### config.mk
export PLATFORM = sky130hd
export DESIGN_NAME = lcd_seq_ctrl
export DESIGN_NICKNAME = d
export VERILOG_FILES = /design/src/rtl/lcd_seq_ctrl.sv
export SDC_FILE = /design/constraint.sdc
export NUM_CORES = 1
export LEC_CHECK = 0
export CAP_MARGIN = 10
export CORE_MARGIN = 2
export CORE_UTILIZATION = 40
export DETAILED_ROUTE_END_ITERATION = 12
export HOLD_SLACK_MARGIN = 0.12
export PLACE_DENSITY = 0.61
export SYNTH_ARGS = -nofsm -noshare
export SYNTH_HDL_FRONTEND = slang
export SYNTH_SLANG_ARGS = --single-unit
### constraint.sdc
create_clock -name clk_i -period 2.63 [get_ports clk_i]
set_clock_uncertainty 0.05 [all_clocks]
set_input_delay 0.3945 -clock clk_i [delete_from_list [all_inputs] [get_ports clk_i]]
set_output_delay 0.3945 -clock clk_i [all_outputs]
set_load 0.03 [all_outputs]
### src/rtl/lcd_seq_ctrl.sv
// HD44780 character-LCD sequencer: runs the power-up init sequence after reset, then writes one
// byte per valid/ready handshake with the RS/EN/DATA setup, pulse, hold and busy-wait timing.
module lcd_seq_ctrl #(
   parameter int unsigned T_POWERUP = 750000,
   parameter int unsigned T_SETUP   = 2,
   parameter int unsigned T_EN      = 12,
   parameter int unsigned T_HOLD    = 2,
   parameter int unsigned T_CMD     = 2000,
   parameter int unsigned T_LONG    = 82000,
   parameter int unsigned CNT_W     = 20
) (
   input  logic        clk_i,
   input  logic        rst_ni,
   input  logic        req_valid_i,
   input  logic        req_rs_i,
   input  logic [7:0]  req_data_i,
   output logic        req_ready_o,
   output logic        init_done_o,
   output logic        busy_o,
   output logic [31:0] lcd_o
);

   typedef enum logic [2:0] {StPwrup, StSetup, StPulse, StHold, StWait, StIdle} state_e;

   localparam logic [CNT_W-1:0] LdPwrup = CNT_W'(T_POWERUP - 1);
   localparam logic [CNT_W-1:0] LdSetup = CNT_W'(T_SETUP - 1);
   localparam logic [CNT_W-1:0] LdEn    = CNT_W'(T_EN - 1);
   localparam logic [CNT_W-1:0] LdHold  = CNT_W'(T_HOLD - 1);
   localparam logic [CNT_W-1:0] LdCmd   = CNT_W'(T_CMD - 1);
   localparam logic [CNT_W-1:0] LdLong  = CNT_W'(T_LONG - 1);

   function automatic logic [7:0] init_cmd(input logic [1:0] idx);
      case (idx)
         2'd0:    init_cmd = 8'h38;
         2'd1:    init_cmd = 8'h0C;
         2'd2:    init_cmd = 8'h01;
         default: init_cmd = 8'h06;
      endcase
   endfunction

   state_e           state_q;
   logic [CNT_W-1:0] cnt_q;
   logic [1:0]       idx_q;
   logic             init_done_q, on_q, en_q, rs_q, ready_q, busy_q;
   logic [7:0]       data_q;
   logic             cnt_zero, long_wait;

   assign cnt_zero  = (cnt_q == '0);
   // Clear (0x01) and return-home (0x02/0x03) need the long busy wait.
   assign long_wait = !rs_q && (data_q inside {8'h01, 8'h02, 8'h03});

   always_ff @(posedge clk_i or negedge rst_ni) begin
      if (!rst_ni) begin
         state_q     <= StPwrup;
         cnt_q       <= LdPwrup;
         idx_q       <= 2'd0;
         init_done_q <= 1'b0;
         on_q        <= 1'b0;
         en_q        <= 1'b0;
         rs_q        <= 1'b0;
         data_q      <= 8'h00;
         ready_q     <= 1'b0;
         busy_q      <= 1'b0;
      end else begin
         on_q    <= 1'b1;
         en_q    <= 1'b0;
         ready_q <= 1'b0;
         busy_q  <= 1'b1;
         if (!cnt_zero) cnt_q <= cnt_q - 1'b1;
         unique case (state_q)
            StPwrup: begin
               if (cnt_zero) begin
                  state_q <= StSetup;
                  cnt_q   <= LdSetup;
                  rs_q    <= 1'b0;
                  data_q  <= init_cmd(2'd0);
               end
            end
            StSetup: begin
               en_q <= cnt_zero;
               if (cnt_zero) begin
                  state_q <= StPulse;
                  cnt_q   <= LdEn;
               end
            end
            StPulse: begin
               en_q <= !cnt_zero;
               if (cnt_zero) begin
                  state_q <= StHold;
                  cnt_q   <= LdHold;
               end
            end
            StHold: begin
               if (cnt_zero) begin
                  state_q <= StWait;
                  cnt_q   <= long_wait ? LdLong : LdCmd;
               end
            end
            StWait: begin
               if (cnt_zero) begin
                  if (!init_done_q && idx_q != 2'd3) begin
                     idx_q   <= idx_q + 2'd1;
                     state_q <= StSetup;
                     cnt_q   <= LdSetup;
                     data_q  <= init_cmd(idx_q + 2'd1);
                  end else begin
                     init_done_q <= 1'b1;
                     state_q     <= StIdle;
                     ready_q     <= 1'b1;
                     busy_q      <= 1'b0;
                  end
               end
            end
            StIdle: begin
               if (req_valid_i && ready_q) begin
                  state_q <= StSetup;
                  cnt_q   <= LdSetup;
                  rs_q    <= req_rs_i;
                  data_q  <= req_data_i;
               end else begin
                  ready_q <= 1'b1;
                  busy_q  <= 1'b0;
               end
            end
            default: begin
               state_q <= StPwrup;
               cnt_q   <= LdPwrup;
            end
         endcase
      end
   end

   assign req_ready_o = ready_q;
   assign init_done_o = init_done_q;
   assign busy_o      = busy_q;
   assign lcd_o       = {on_q, 20'b0, en_q, rs_q, 1'b0, data_q};

endmodule

==> impl_results.html, run 1 <==
<table>
<tr><th>Metric</th><th>Value</th></tr>
<tr><th colspan="2">Status</th></tr>
<tr><td>Outcome</td><td>completed</td></tr>
<tr><th colspan="2">GRT</th></tr>
<tr><td>Antenna violations before repair</td><td>0</td></tr>
<tr><td>Overflow left after global routing</td><td>0</td></tr>
<tr><td>Global-route wire length before repair</td><td>9080 um</td></tr>
<tr><td>Largest net degree at the start of global routing</td><td>40</td></tr>
<tr><td>Via count of the first global-routing pass</td><td>1915</td></tr>
<tr><td>GRT Total Usage</td><td>0.179</td></tr>
<tr><th colspan="2">Clock tree</th></tr>
<tr><td>Hold-fix buffers at CTS</td><td>0</td></tr>
<tr><td>H-tree depth</td><td>2</td></tr>
<tr><td>Cells resized by post-CTS repair</td><td>0</td></tr>
<tr><td>CTS tree</td><td>built</td></tr>
<tr><td># Post-CTS Setup Buffers</td><td>0</td></tr>
<tr><td>Number of clock buffers inserted by TritonCTS</td><td>5</td></tr>
<tr><td>Clock transition at path regs</td><td>80 ps</td></tr>
<tr><td>Root Driver</td><td>clkbuf_8</td></tr>
<tr><td>Worst-case clock buffer depth</td><td>2</td></tr>
<tr><td>Clock network latency to the later pin of the worst-skew pair</td><td>300 ps</td></tr>
<tr><td>TritonCTS Sinks</td><td>39</td></tr>
<tr><th colspan="2">Critical path</th></tr>
<tr><td>Critical path startpoint</td><td>cnt_q[0]</td></tr>
<tr><td>Endpoint of the most critical register-to-register path</td><td>cnt_q[0]</td></tr>
<tr><td>R2r setup slk</td><td>230 ps</td></tr>
<tr><td>Endpoint of the most critical setup path</td><td>cnt_q[0]</td></tr>
<tr><td>Top delay family on crit path</td><td>simple AND/OR/NAND/NOR gates</td></tr>
<tr><td>Cells on worst reg2reg path</td><td>8</td></tr>
<tr><td>Most prevalent standard cell on the critical path</td><td>ha_1</td></tr>
<tr><td>Worst setup EP type</td><td>flop</td></tr>
<tr><td>Startpoint types</td><td>flop</td></tr>
<tr><td>Critical path's largest stage delay</td><td>420 ps</td></tr>
<tr><td>Critical Path, Cell by Cell</td><td>inv_1, ha_1, or3b_1, nor3_2, nand3_1, ha_1, or3_1, a31o_2</td></tr>
<tr><td>Worst path bufs/invs</td><td>1</td></tr>
<tr><td>Endpoint arrival time on the critical path</td><td>between 2000 and 3000 ps</td></tr>
<tr><td>Req. time, crit path</td><td>2810 ps</td></tr>
<tr><td>Maximum fanout along the worst path</td><td>4</td></tr>
<tr><td>Critical Setup Path Class</td><td>flop to flop</td></tr>
<tr><td>Worst path slowest cell</td><td>or3b_1</td></tr>
<tr><td>R2r startpoint</td><td>cnt_q[0]</td></tr>
<tr><td>Number of cells on the critical path</td><td>8</td></tr>
<tr><th colspan="2">Routing</th></tr>
<tr><td>Number of vias after detailed routing</td><td>1935</td></tr>
<tr><td>DRC violations left</td><td>0</td></tr>
<tr><td>Number of nets with antenna violations after detailed routing</td><td>0</td></tr>
<tr><td>Met2 Routed Length</td><td>2660 um</td></tr>
<tr><td>Drt pass-1 iters</td><td>4</td></tr>
<tr><td>Drt first-iter violations</td><td>79</td></tr>
<tr><td>Total detailed-routing wirelength</td><td>5510 um</td></tr>
<tr><td>Vias per inst</td><td>5.30</td></tr>
<tr><td>Max layer used</td><td>met4</td></tr>
<tr><td>WL met1</td><td>about 2500 um</td></tr>
<tr><td>Routed length on met3</td><td>248 um</td></tr>
<tr><td>Detail-routed net length per standard cell</td><td>roughly 15 um</td></tr>
<tr><th colspan="2">Layout</th></tr>
<tr><td>Most used cells in the layout excluding fill and tap cells</td><td>dfrtp_1, clkdlybuf4s50_1, conb_1, nor2_1, a21oi_1</td></tr>
<tr><td># fillers</td><td>581</td></tr>
<tr><td>Antenna diode count</td><td>0</td></tr>
<tr><td>Net count of the finished layout</td><td>308</td></tr>
<tr><td>Layout cells sized above 1</td><td>0.172</td></tr>
<tr><td>Syn-to-layout area delta</td><td>15.0%</td></tr>
<tr><td>Leading cell type in the layout, fill and taps excluded</td><td>dfrtp_1</td></tr>
<tr><th colspan="2">Power and ir drop</th></tr>
<tr><td>Power Total</td><td>between 1 and 1.5 mW</td></tr>
<tr><td>Pleak</td><td>1.18 nW</td></tr>
<tr><td>Pwr/cell area</td><td>385 nW/um^2</td></tr>
<tr><td>Maximum vdd ir drop</td><td>231 uV</td></tr>
<tr><th colspan="2">STA</th></tr>
<tr><td>Hold Vio Cnt, Final</td><td>0</td></tr>
<tr><td>Setup WS post-layout</td><td>between 200 and 250 ps</td></tr>
<tr><td>Final number of max-transition violations</td><td>0</td></tr>
<tr><td>Time the final worst path needs with I/O delays and setup</td><td>approximately 2400 ps</td></tr>
<tr><td>Slew Limit Headroom</td><td>0.409</td></tr>
<tr><td>Final total negative setup slack</td><td>0 ps</td></tr>
<tr><td>Slew @ Worst Pin</td><td>887 ps</td></tr>
<tr><td>Max Fclk</td><td>417 MHz</td></tr>
<tr><td>Setup repair after global routing missed its margin</td><td>no</td></tr>
<tr><td>Post-route fraction of the period consumed by the critical path</td><td>0.912</td></tr>
<tr><td>Setup violation total in the final timing report</td><td>0</td></tr>
<tr><th colspan="2">Placed design</th></tr>
<tr><td>Estimated wirelength of the detail-placed design</td><td>4070 um</td></tr>
<tr><td>Placer Congestion</td><td>0.795</td></tr>
<tr><td>Placement-stage worst setup slack</td><td>~240 ps</td></tr>
<tr><td>Number of buffers added on ports</td><td>25</td></tr>
<tr><th colspan="2">Synthesis</th></tr>
<tr><td>Fraction of post-synthesis cell area in the top cell type by area</td><td>0.266</td></tr>
<tr><td>Share of synthesized registers carrying an async set or reset</td><td>1.00</td></tr>
<tr><td>Number of synthesized register bits</td><td>39</td></tr>
<tr><td>Count of mapped cells out of synthesis</td><td>259</td></tr>
<tr><td>Mapped Avg Cell Area</td><td>about 9.5 um^2</td></tr>
<tr><td>Netlist Area Pre-Place</td><td>2450 um^2</td></tr>
<tr><td>Number of distinct library cell variants in the gate-level netlist after synthesis</td><td>54</td></tr>
<tr><td>Yosys Warn Count</td><td>0</td></tr>
<tr><td>Post-synth top area cell</td><td>dfrtp_1</td></tr>
<tr><td>Post-synth EDFFs</td><td>0</td></tr>
<tr><td>Top post-synthesis cells by area</td><td>dfrtp_1, dfstp_2, buf_4</td></tr>
<tr><td>Flip-flop cell with the highest count after synthesis</td><td>dfrtp_1</td></tr>
<tr><td>Sequential fraction of the synthesis area</td><td>0.405</td></tr>
<tr><th colspan="2">Flow run</th></tr>
<tr><td>Max-cap violations</td><td>0</td></tr>
<tr><th colspan="2">Die</th></tr>
<tr><td>Die Y-Extent</td><td>82.2 um</td></tr>
<tr><td>Std-Cell Rows</td><td>28</td></tr>
<tr><td>Initial core utilization</td><td>0.414</td></tr>
<tr><td>Area of the die</td><td>6760 um^2</td></tr>
<tr><td>Std-Cell Core Area</td><td>5920 um^2</td></tr>
<tr><td>Die Width</td><td>82.2 um</td></tr>
<tr><td>Number of ports placed on the die boundary</td><td>47</td></tr>
<tr><th colspan="2">Worst hold path</th></tr>
<tr><td>Type of the worst min-delay path</td><td>primary input to async pin</td></tr>
</table>
## cell type report
cell class                 instances  area [um^2]  area share
clock buffer                       6         82.6      0.0293
clock inverter                     1         5.00     0.00178
inverter                           7         26.3     0.00933
multi-input combinational        199         1270       0.452
sequential                        39          992       0.352
tap                               75         93.8      0.0333
timing repair buffer              38          343       0.122
## state kept, by name, indices dropped and copies added (netlist names)
name,flops
idx_q,2
on_q,1
rs_q,1
en_q,1
init_done_o,1
cnt_q,20
busy_o,1
req_ready_o,1
data_q,8
state_q,3
## cell usage after synthesis, types with 7 or more instances
cell type and count:
nor2_1 21, nand2_1 16, o21ai_0 16, dfrtp_1 26
nand3_1 7, dfstp_2 13, inv_1 7, a21oi_1 19
nor3_1 8, buf_4 25, xnor2_1 12
## routing by layer
metal,GRT usage,up-vias
met4,0.0617,0
met1,0.230,934
met2,0.292,53
met3,0.0446,7
met5,0,-
li1,-,941
## where the power goes
group	switching [mW]	internal, mW
Sequential	0.000204	0.601
Clock	0.207	0.206
Combinational	0.0558	0.0150
Total	0.263	0.822
## cells by family (layout without fill, tap and decap cells)
kind of cell,Yosys count,count (layout),synth area share
XOR/XNOR,13,13,0.0465
adder cells (fa/ha/maj),6,6,0.0307
AND/OR/NAND/NOR,84,84,0.193
AO/OA/AOI/OAI,63,63,0.168
flip-flops,39,39,0.405
buffers and inverters,41,52,0.105
other,2,22,0.00307
multiplexers,11,11,0.0480
## metrics by stage
stage	util	instances	cell area, um^2	hold slack [ps]
finish	0.476	365	2820	175
global route	0.476	365	2820	241
CTS	0.476	365	2820	198
detailed placement	0.461	358	2730	472
global placement	0.461	358	2730	470
floorplan	-	279	2520	48.9
## worst min path at each step
stage,from,to,slack (ps)
5_1_grt,rst_ni,state_q[2],240
3_5_place_dp,data_q[0],data_q[0],470
4_1_cts,rst_ni,busy_o,200
6_report,rst_ni,cnt_q[15],180
3_3_place_gp,data_q[0],data_q[0],470
2_1_floorplan,rst_ni,busy_o,50
No activity file was read; power rests on OpenSTA's default activity.
==> run 2: changes to the inputs <==
Settings changed: CORE_UTILIZATION 40 to 52, GPL_ROUTABILITY_DRIVEN from default to 0, PLACE_DENSITY 0.61 to 0.77, REMOVE_ABC_BUFFERS from default to 1.
==> run 2 against run 1 <==
Setup slack gained 52 ps. Cell count fell by 6.3%. Final area fell by 0.84%. Register-to-register slack improved by 50 ps. Total power grew 2.6%. Global-route usage grew 3.4 points.
==> impl_results.html, run 2 (synthesis results as in run 1) <==
<table>
<tr><th>Metric</th><th>Value</th></tr>
<tr><th colspan="2">Power and ir drop</th></tr>
<tr><td>Combinational cell fraction of total power</td><td>0.064 (was 0.065)</td></tr>
<tr><td>Fraction of power consumed by the clock network</td><td>0.396 (was 0.381)</td></tr>
<tr><td>Part of the power in registers</td><td>0.540 (was 0.554)</td></tr>
<tr><td>Pwr/cell area</td><td>399 nW/um^2 (was 385 nW/um^2)</td></tr>
<tr><td>Net switching share of the total power</td><td>0.232 (was 0.243)</td></tr>
<tr><td>Pleak</td><td>1.18 nW (about the same)</td></tr>
<tr><td>Internal power</td><td>856 uW (was 822 uW)</td></tr>
<tr><td>Power Total</td><td>1.11 mW (was 1.09 mW)</td></tr>
<tr><td>Maximum vdd ir drop</td><td>241 uV (was 231 uV)</td></tr>
<tr><td>Switching pwr</td><td>258 uW (was 263 uW)</td></tr>
<tr><th colspan="2">Layout</th></tr>
<tr><td>Leading cell type in the layout, fill and taps excluded</td><td>dfrtp_1 (unchanged)</td></tr>
<tr><td>Largest registers in the final layout</td><td>cnt_q (20), data_q (8), state_q (3) (unchanged)</td></tr>
<tr><td>Syn-to-layout area delta</td><td>14.1% (was 15.0%)</td></tr>
<tr><td>Layout cells sized above 1</td><td>0.169 (was 0.172)</td></tr>
<tr><td>Net count of the finished layout</td><td>307 (was 308)</td></tr>
<tr><td>Most used cells in the layout excluding fill and tap cells</td><td>dfrtp_1, clkdlybuf4s50_1, conb_1, nor2_1, a21oi_1 (unchanged)</td></tr>
<tr><td>Register bank with the most flops</td><td>cnt_q (unchanged)</td></tr>
<tr><td>Final cell area excluding filler cells</td><td>2790 um^2 (was 2820 um^2)</td></tr>
<tr><td>Antenna diode count</td><td>0 (unchanged)</td></tr>
<tr><td>Number of flip-flops under the largest register name</td><td>20 (unchanged)</td></tr>
<tr><th colspan="2">Clock tree</th></tr>
<tr><td>Cells resized by post-CTS repair</td><td>0 (unchanged)</td></tr>
<tr><td>TritonCTS Sinks</td><td>39 (unchanged)</td></tr>
<tr><td>Root Driver</td><td>clkbuf_8 (unchanged)</td></tr>
<tr><td>CTS tree</td><td>built (unchanged)</td></tr>
<tr><td># Post-CTS Setup Buffers</td><td>0 (unchanged)</td></tr>
<tr><td>Clock transition at path regs</td><td>80 ps (about the same)</td></tr>
<tr><td>Worst-case clock buffer depth</td><td>2 (unchanged)</td></tr>
<tr><td>Hold-fix buffers at CTS</td><td>0 (unchanged)</td></tr>
<tr><td>H-tree depth</td><td>2 (unchanged)</td></tr>
<tr><td>Number of clock buffers inserted by TritonCTS</td><td>5 (unchanged)</td></tr>
<tr><td>Clock network latency to the later pin of the worst-skew pair</td><td>290 ps (was 300 ps)</td></tr>
<tr><th colspan="2">Die</th></tr>
<tr><td>Number of ports placed on the die boundary</td><td>47 (unchanged)</td></tr>
<tr><td>Area of the die</td><td>5270 um^2 (was 6760 um^2)</td></tr>
<tr><td>Die Y-Extent</td><td>72.6 um (was 82.2 um)</td></tr>
<tr><td>Die Width</td><td>72.6 um (was 82.2 um)</td></tr>
<tr><td>Initial core utilization</td><td>0.551 (was 0.414)</td></tr>
<tr><td>Std-Cell Rows</td><td>24 (was 28)</td></tr>
<tr><td>Std-Cell Core Area</td><td>4440 um^2 (was 5920 um^2)</td></tr>
<tr><th colspan="2">STA</th></tr>
<tr><td>Hold Vio Cnt, Final</td><td>0 (unchanged)</td></tr>
<tr><td>Setup violation total in the final timing report</td><td>0 (unchanged)</td></tr>
<tr><td>Max Fclk</td><td>426 MHz (was 417 MHz)</td></tr>
<tr><td>Time the final worst path needs with I/O delays and setup</td><td>2350 ps (was 2400 ps)</td></tr>
<tr><td>Final total negative setup slack</td><td>0 ps (unchanged)</td></tr>
<tr><td>Final number of max-transition violations</td><td>0 (unchanged)</td></tr>
<tr><td>Slew Limit Headroom</td><td>0.431 (was 0.409)</td></tr>
<tr><td>Post-route fraction of the period consumed by the critical path</td><td>0.892 (was 0.912)</td></tr>
<tr><td>Slew @ Worst Pin</td><td>853 ps (was 887 ps)</td></tr>
<tr><td>Setup repair after global routing missed its margin</td><td>no (unchanged)</td></tr>
<tr><th colspan="2">Critical path</th></tr>
<tr><td>Startpoint types</td><td>flop (unchanged)</td></tr>
<tr><td>Maximum fanout along the worst path</td><td>8 (was 4)</td></tr>
<tr><td>Worst setup EP type</td><td>flop (unchanged)</td></tr>
<tr><td>Req. time, crit path</td><td>2750 ps (was 2810 ps)</td></tr>
<tr><td>Worst path bufs/invs</td><td>2 (was 1)</td></tr>
<tr><td>Top delay family on crit path</td><td>simple AND/OR/NAND/NOR gates (unchanged)</td></tr>
<tr><td>Critical Path, Cell by Cell</td><td>inv_1, ha_1, or3b_1, nor3_2, buf_4, nand4_1, a211o_1, mux2_2 (was inv_1, ha_1, or3b_1, nor3_2, nand3_1, ha_1, or3_1, a31o_2)</td></tr>
<tr><td>Worst path slowest cell</td><td>a211o_1 (was or3b_1)</td></tr>
<tr><td>Critical Setup Path Class</td><td>flop to flop (unchanged)</td></tr>
<tr><td>Critical path's largest stage delay</td><td>410 ps (was 420 ps)</td></tr>
<tr><td>Endpoint arrival time on the critical path</td><td>2470 ps (was 2580 ps)</td></tr>
<tr><th colspan="2">Routing</th></tr>
<tr><td>Number of vias after detailed routing</td><td>1944 (was 1935)</td></tr>
<tr><td>Detail-routed net length per standard cell</td><td>15.3 um (was 15.1 um)</td></tr>
<tr><td>Vias per inst</td><td>5.68 (was 5.30)</td></tr>
<tr><td>Number of nets with antenna violations after detailed routing</td><td>0 (unchanged)</td></tr>
<tr><td>Total detailed-routing wirelength</td><td>5230 um (was 5510 um)</td></tr>
<tr><td>Drt first-iter violations</td><td>193 (was 79)</td></tr>
<tr><td>Drt pass-1 iters</td><td>4 (unchanged)</td></tr>
<tr><td>DRC violations left</td><td>0 (unchanged)</td></tr>
<tr><th colspan="2">GRT</th></tr>
<tr><td>Global-route wire length before repair</td><td>8700 um (was 9080 um)</td></tr>
<tr><td>GRT Total Usage</td><td>0.213 (was 0.179)</td></tr>
<tr><td>Overflow left after global routing</td><td>0 (unchanged)</td></tr>
<tr><td>Largest net degree at the start of global routing</td><td>40 (unchanged)</td></tr>
<tr><td>Antenna violations before repair</td><td>0 (unchanged)</td></tr>
<tr><td>Via count of the first global-routing pass</td><td>1852 (was 1915)</td></tr>
<tr><th colspan="2">Status</th></tr>
<tr><td>Outcome</td><td>completed (unchanged)</td></tr>
<tr><th colspan="2">Placed design</th></tr>
<tr><td>DP Area</td><td>2690 um^2 (was 2730 um^2)</td></tr>
<tr><td>Estimated wirelength of the detail-placed design</td><td>3850 um (was 4070 um)</td></tr>
<tr><td>Number of buffers added on ports</td><td>25 (unchanged)</td></tr>
<tr><th colspan="2">Flow run</th></tr>
<tr><td>Max-cap violations</td><td>0 (unchanged)</td></tr>
<tr><th colspan="2">Worst hold path</th></tr>
<tr><td>Type of the worst min-delay path</td><td>primary input to async pin (unchanged)</td></tr>
</table>
[run 2: worst paths after layout]
kind | to | slack [ps] | start | cells after the start
min in group clk_i | data_q[0] | 480 | data_q[0] | 1
worst max-delay path | data_q[4] | 280 | cnt_q[1] | 8
max in group asynchronous | on_q | 1830 | rst_ni | 1
worst max register to register | data_q[4] | 280 | cnt_q[1] | 8
worst min register to register | data_q[0] | 480 | data_q[0] | 1
worst min-delay path | rs_q | 160 | rst_ni | 1
[run 2: worst register-to-register path, delay by kind of cell (launching register included)]
kind	cells	cell delay, ps
adders and majority gates	1	180
muxes	1	310
DFF	1	380
AOI/OAI and AO/OA	1	410
and+or+nand+nor	3	670
buffers and inverters	2	210
[run 2: area by class of cell]
cell class,count,area (um^2)
well taps,52,65.1
repair buffers,37,335
clock buffers,8,100
inverters,7,26.3
flip-flops and latches,39,992
multi-input cells,199,1270
fillers,411,1650
[run 2: metrics by stage]
stage	setup slack, ps	hold slack (ps)	std cells	util
floorplan	70.0	48.9	245	-
global placement	301	464	334	0.606
detailed placement	284	463	334	0.606
CTS	274	187	342	0.628
global route	88.8	222	342	0.628
finish	283	161	342	0.628
[run 2: routing by layer]
layer	vias up	global-route usage	wire length, um
li1	946	-	-
met1	933	0.306	2460
met2	58	0.323	2430
met3	7	0.0414	266
met4	0	0.0700	81
met5	-	0	0
[run 2: power by group through the flow]
| stage | registers [mW] | clock network, mW | logic [mW] |
|---|---|---|---|
| final | 0.601 | 0.441 | 0.0710 |
| after global routing | 0.601 | 0.476 | 0.0759 |
| after CTS | 0.601 | 0.453 | 0.0712 |
| after detailed placement | 0.612 | 0 | 0.0709 |
| after global placement | 0.612 | 0 | 0.0711 |
| after floorplan | 0.614 | 0 | 0.0393 |
==> run 3: changes to the inputs <==
Settings changed: PLACE_DENSITY 0.77 to 0.8.
==> run 3 against run 2 <==
Final area increased by 0.22%. Clock power decreased by 2%. Maximum frequency decreased by 3.5%. Critical endpoint is now cnt_q[10]. Combinational power decreased by 0.6%. Highest routed layer unchanged. Largest cell class unchanged. Via count increased by 1.7%.
==> impl_results.html, run 3 (synthesis results as in run 1) <==
<table>
<tr><th>Metric</th><th>Value</th></tr>
<tr><th colspan="2">Power and ir drop</th></tr>
<tr><td>Maximum vdd ir drop</td><td>344 uV (was 241 uV)</td></tr>
<tr><td>Power Total</td><td>1.10 mW (was 1.11 mW)</td></tr>
<tr><td>Pleak</td><td>1.18 nW (about the same)</td></tr>
<tr><td>Pwr/cell area</td><td>394 nW/um^2 (was 399 nW/um^2)</td></tr>
<tr><th colspan="2">Clock tree</th></tr>
<tr><td>Cells resized by post-CTS repair</td><td>0 (unchanged)</td></tr>
<tr><td>Clock network latency to the later pin of the worst-skew pair</td><td>290 ps (about the same)</td></tr>
<tr><td>H-tree depth</td><td>2 (unchanged)</td></tr>
<tr><td>Worst-case clock buffer depth</td><td>2 (unchanged)</td></tr>
<tr><td>Clock transition at path regs</td><td>80 ps (about the same)</td></tr>
<tr><td>Hold-fix buffers at CTS</td><td>0 (unchanged)</td></tr>
<tr><td>Root Driver</td><td>clkbuf_8 (unchanged)</td></tr>
<tr><td># Post-CTS Setup Buffers</td><td>0 (unchanged)</td></tr>
<tr><td>Number of clock buffers inserted by TritonCTS</td><td>5 (unchanged)</td></tr>
<tr><td>CTS tree</td><td>built (unchanged)</td></tr>
<tr><td>TritonCTS Sinks</td><td>39 (unchanged)</td></tr>
<tr><th colspan="2">Layout</th></tr>
<tr><td>Largest registers in the final layout</td><td>cnt_q (20), data_q (8), state_q (3) (unchanged)</td></tr>
<tr><td>Net count of the finished layout</td><td>308 (was 307)</td></tr>
<tr><td>Leading cell type in the layout, fill and taps excluded</td><td>dfrtp_1 (unchanged)</td></tr>
<tr><td>Final core occ</td><td>0.630 (was 0.628)</td></tr>
<tr><td>Final cell area excluding filler cells</td><td>2800 um^2 (was 2790 um^2)</td></tr>
<tr><td>Register bank with the most flops</td><td>cnt_q (unchanged)</td></tr>
<tr><td>Antenna diode count</td><td>0 (unchanged)</td></tr>
<tr><td>Most used cells in the layout excluding fill and tap cells</td><td>dfrtp_1, clkdlybuf4s50_1, conb_1, nor2_1, a21oi_1 (unchanged)</td></tr>
<tr><td>Layout cells sized above 1</td><td>0.175 (was 0.169)</td></tr>
<tr><td>Number of flip-flops under the largest register name</td><td>20 (unchanged)</td></tr>
<tr><td>Syn-to-layout area delta</td><td>14.3% (was 14.1%)</td></tr>
<tr><th colspan="2">Die</th></tr>
<tr><td>Std-Cell Core Area</td><td>4440 um^2 (unchanged)</td></tr>
<tr><td>Number of ports placed on the die boundary</td><td>47 (unchanged)</td></tr>
<tr><td>Area of the die</td><td>5270 um^2 (unchanged)</td></tr>
<tr><td>Initial core utilization</td><td>0.551 (unchanged)</td></tr>
<tr><td>Die Width</td><td>72.6 um (unchanged)</td></tr>
<tr><td>Std-Cell Rows</td><td>24 (unchanged)</td></tr>
<tr><td>Die Y-Extent</td><td>72.6 um (unchanged)</td></tr>
<tr><th colspan="2">STA</th></tr>
<tr><td>Setup violation total in the final timing report</td><td>0 (unchanged)</td></tr>
<tr><td>Time the final worst path needs with I/O delays and setup</td><td>2430 ps (was 2350 ps)</td></tr>
<tr><td>Slew @ Worst Pin</td><td>839 ps (was 853 ps)</td></tr>
<tr><td>Setup WS post-layout</td><td>197 ps (was 283 ps)</td></tr>
<tr><td>Post-route fraction of the period consumed by the critical path</td><td>0.925 (was 0.892)</td></tr>
<tr><td>Final total negative setup slack</td><td>0 ps (unchanged)</td></tr>
<tr><td>Hold Vio Cnt, Final</td><td>0 (unchanged)</td></tr>
<tr><td>Max Fclk</td><td>411 MHz (was 426 MHz)</td></tr>
<tr><td>Final number of max-transition violations</td><td>0 (unchanged)</td></tr>
<tr><td>Setup repair after global routing missed its margin</td><td>no (unchanged)</td></tr>
<tr><td>Slew Limit Headroom</td><td>0.440 (was 0.431)</td></tr>
<tr><th colspan="2">Routing</th></tr>
<tr><td>Total detailed-routing wirelength</td><td>5150 um (was 5230 um)</td></tr>
<tr><td>Vias per inst</td><td>5.77 (was 5.68)</td></tr>
<tr><td>Drt first-iter violations</td><td>199 (was 193)</td></tr>
<tr><td>Number of vias after detailed routing</td><td>1978 (was 1944)</td></tr>
<tr><td>Number of nets with antenna violations after detailed routing</td><td>0 (unchanged)</td></tr>
<tr><td>Drt pass-1 iters</td><td>4 (unchanged)</td></tr>
<tr><td>DRC violations left</td><td>0 (unchanged)</td></tr>
<tr><td>Detail-routed net length per standard cell</td><td>15.0 um (was 15.3 um)</td></tr>
<tr><th colspan="2">GRT</th></tr>
<tr><td>Antenna violations before repair</td><td>0 (unchanged)</td></tr>
<tr><td>Overflow left after global routing</td><td>0 (unchanged)</td></tr>
<tr><td>Largest net degree at the start of global routing</td><td>40 (unchanged)</td></tr>
<tr><td>Via count of the first global-routing pass</td><td>1863 (was 1852)</td></tr>
<tr><td>GRT Total Usage</td><td>0.211 (was 0.213)</td></tr>
<tr><td>Global-route wire length before repair</td><td>8740 um (was 8700 um)</td></tr>
<tr><th colspan="2">Placed design</th></tr>
<tr><td>DP Area</td><td>2700 um^2 (was 2690 um^2)</td></tr>
<tr><td>Number of buffers added on ports</td><td>25 (unchanged)</td></tr>
<tr><td>Estimated wirelength of the detail-placed design</td><td>3810 um (was 3850 um)</td></tr>
<tr><td>Placement-stage worst setup slack</td><td>248 ps (was 284 ps)</td></tr>
<tr><th colspan="2">Worst hold path</th></tr>
<tr><td>Type of the worst min-delay path</td><td>primary input to async pin (unchanged)</td></tr>
<tr><th colspan="2">Critical path</th></tr>
<tr><td>Req. time, crit path</td><td>2740 ps (was 2750 ps)</td></tr>
<tr><td>Endpoint arrival time on the critical path</td><td>2540 ps (was 2470 ps)</td></tr>
<tr><td>Critical Setup Path Class</td><td>flop to flop (unchanged)</td></tr>
<tr><td>Maximum fanout along the worst path</td><td>7 (was 8)</td></tr>
<tr><td>Startpoint types</td><td>flop (unchanged)</td></tr>
<tr><td>Worst setup EP type</td><td>flop (unchanged)</td></tr>
<tr><th colspan="2">Flow run</th></tr>
<tr><td>Max-cap violations</td><td>0 (unchanged)</td></tr>
<tr><th colspan="2">Status</th></tr>
<tr><td>Outcome</td><td>completed (unchanged)</td></tr>
</table>
==> run 3: routing by layer <==
| layer | routed length [um] | global-route usage | vias to the layer above |
|---|---|---|---|
| met1 | 2320 | 0.302 | 952 |
| met2 | 2460 | 0.333 | 75 |
| met5 | 0 | 0 | - |
| li1 | - | - | 949 |
| met4 | 25 | 0.0514 | 0 |
| met3 | 347 | 0.0373 | 2 |
==> run 3: critical path, cell delays in order (launching register included) <==
cell and delay, ps:
dfstp_2 390, inv_1 60, ha_1 180, nor3b_1 450, nand4_1 420, o31ai_4 370, and2b_1 260, o21ai_0 110
==> run 3: area by class of cell <==
cell class,count,area [um^2]
fillers,375,1650
multi-input cells,199,1270
flip-flops and latches,39,992
repair buffers,38,343
clock buffers,6,82.6
well taps,52,65.1
inverters,7,26.3
clock inverters,2,16.3
==> run 3: final timing paths <==
kind	startpoint	end	slack, ps	depth (start not counted)
max	cnt_q[1]	cnt_q[10]	200	7
max in group asynchronous	rst_ni	cnt_q[4]	1850	1
min reg2reg	data_q[1]	data_q[1]	490	1
min	rst_ni	idx_q[0]	150	1
min in group clk_i	data_q[1]	data_q[1]	490	1
max reg2reg	cnt_q[1]	cnt_q[10]	200	7
==> run 3: metrics by stage <==
stage               hold WS (ps)  cells
detailed placement           464    335
finish                       147    343
global route                 234    343
floorplan                   48.9    245
global placement             466    335
CTS                          178    343
==> run 3: power breakdown <==
part	switching, mW	internal [mW]
combinational	0.0556	0.0151
clock	0.216	0.214
sequential	0.000160	0.601
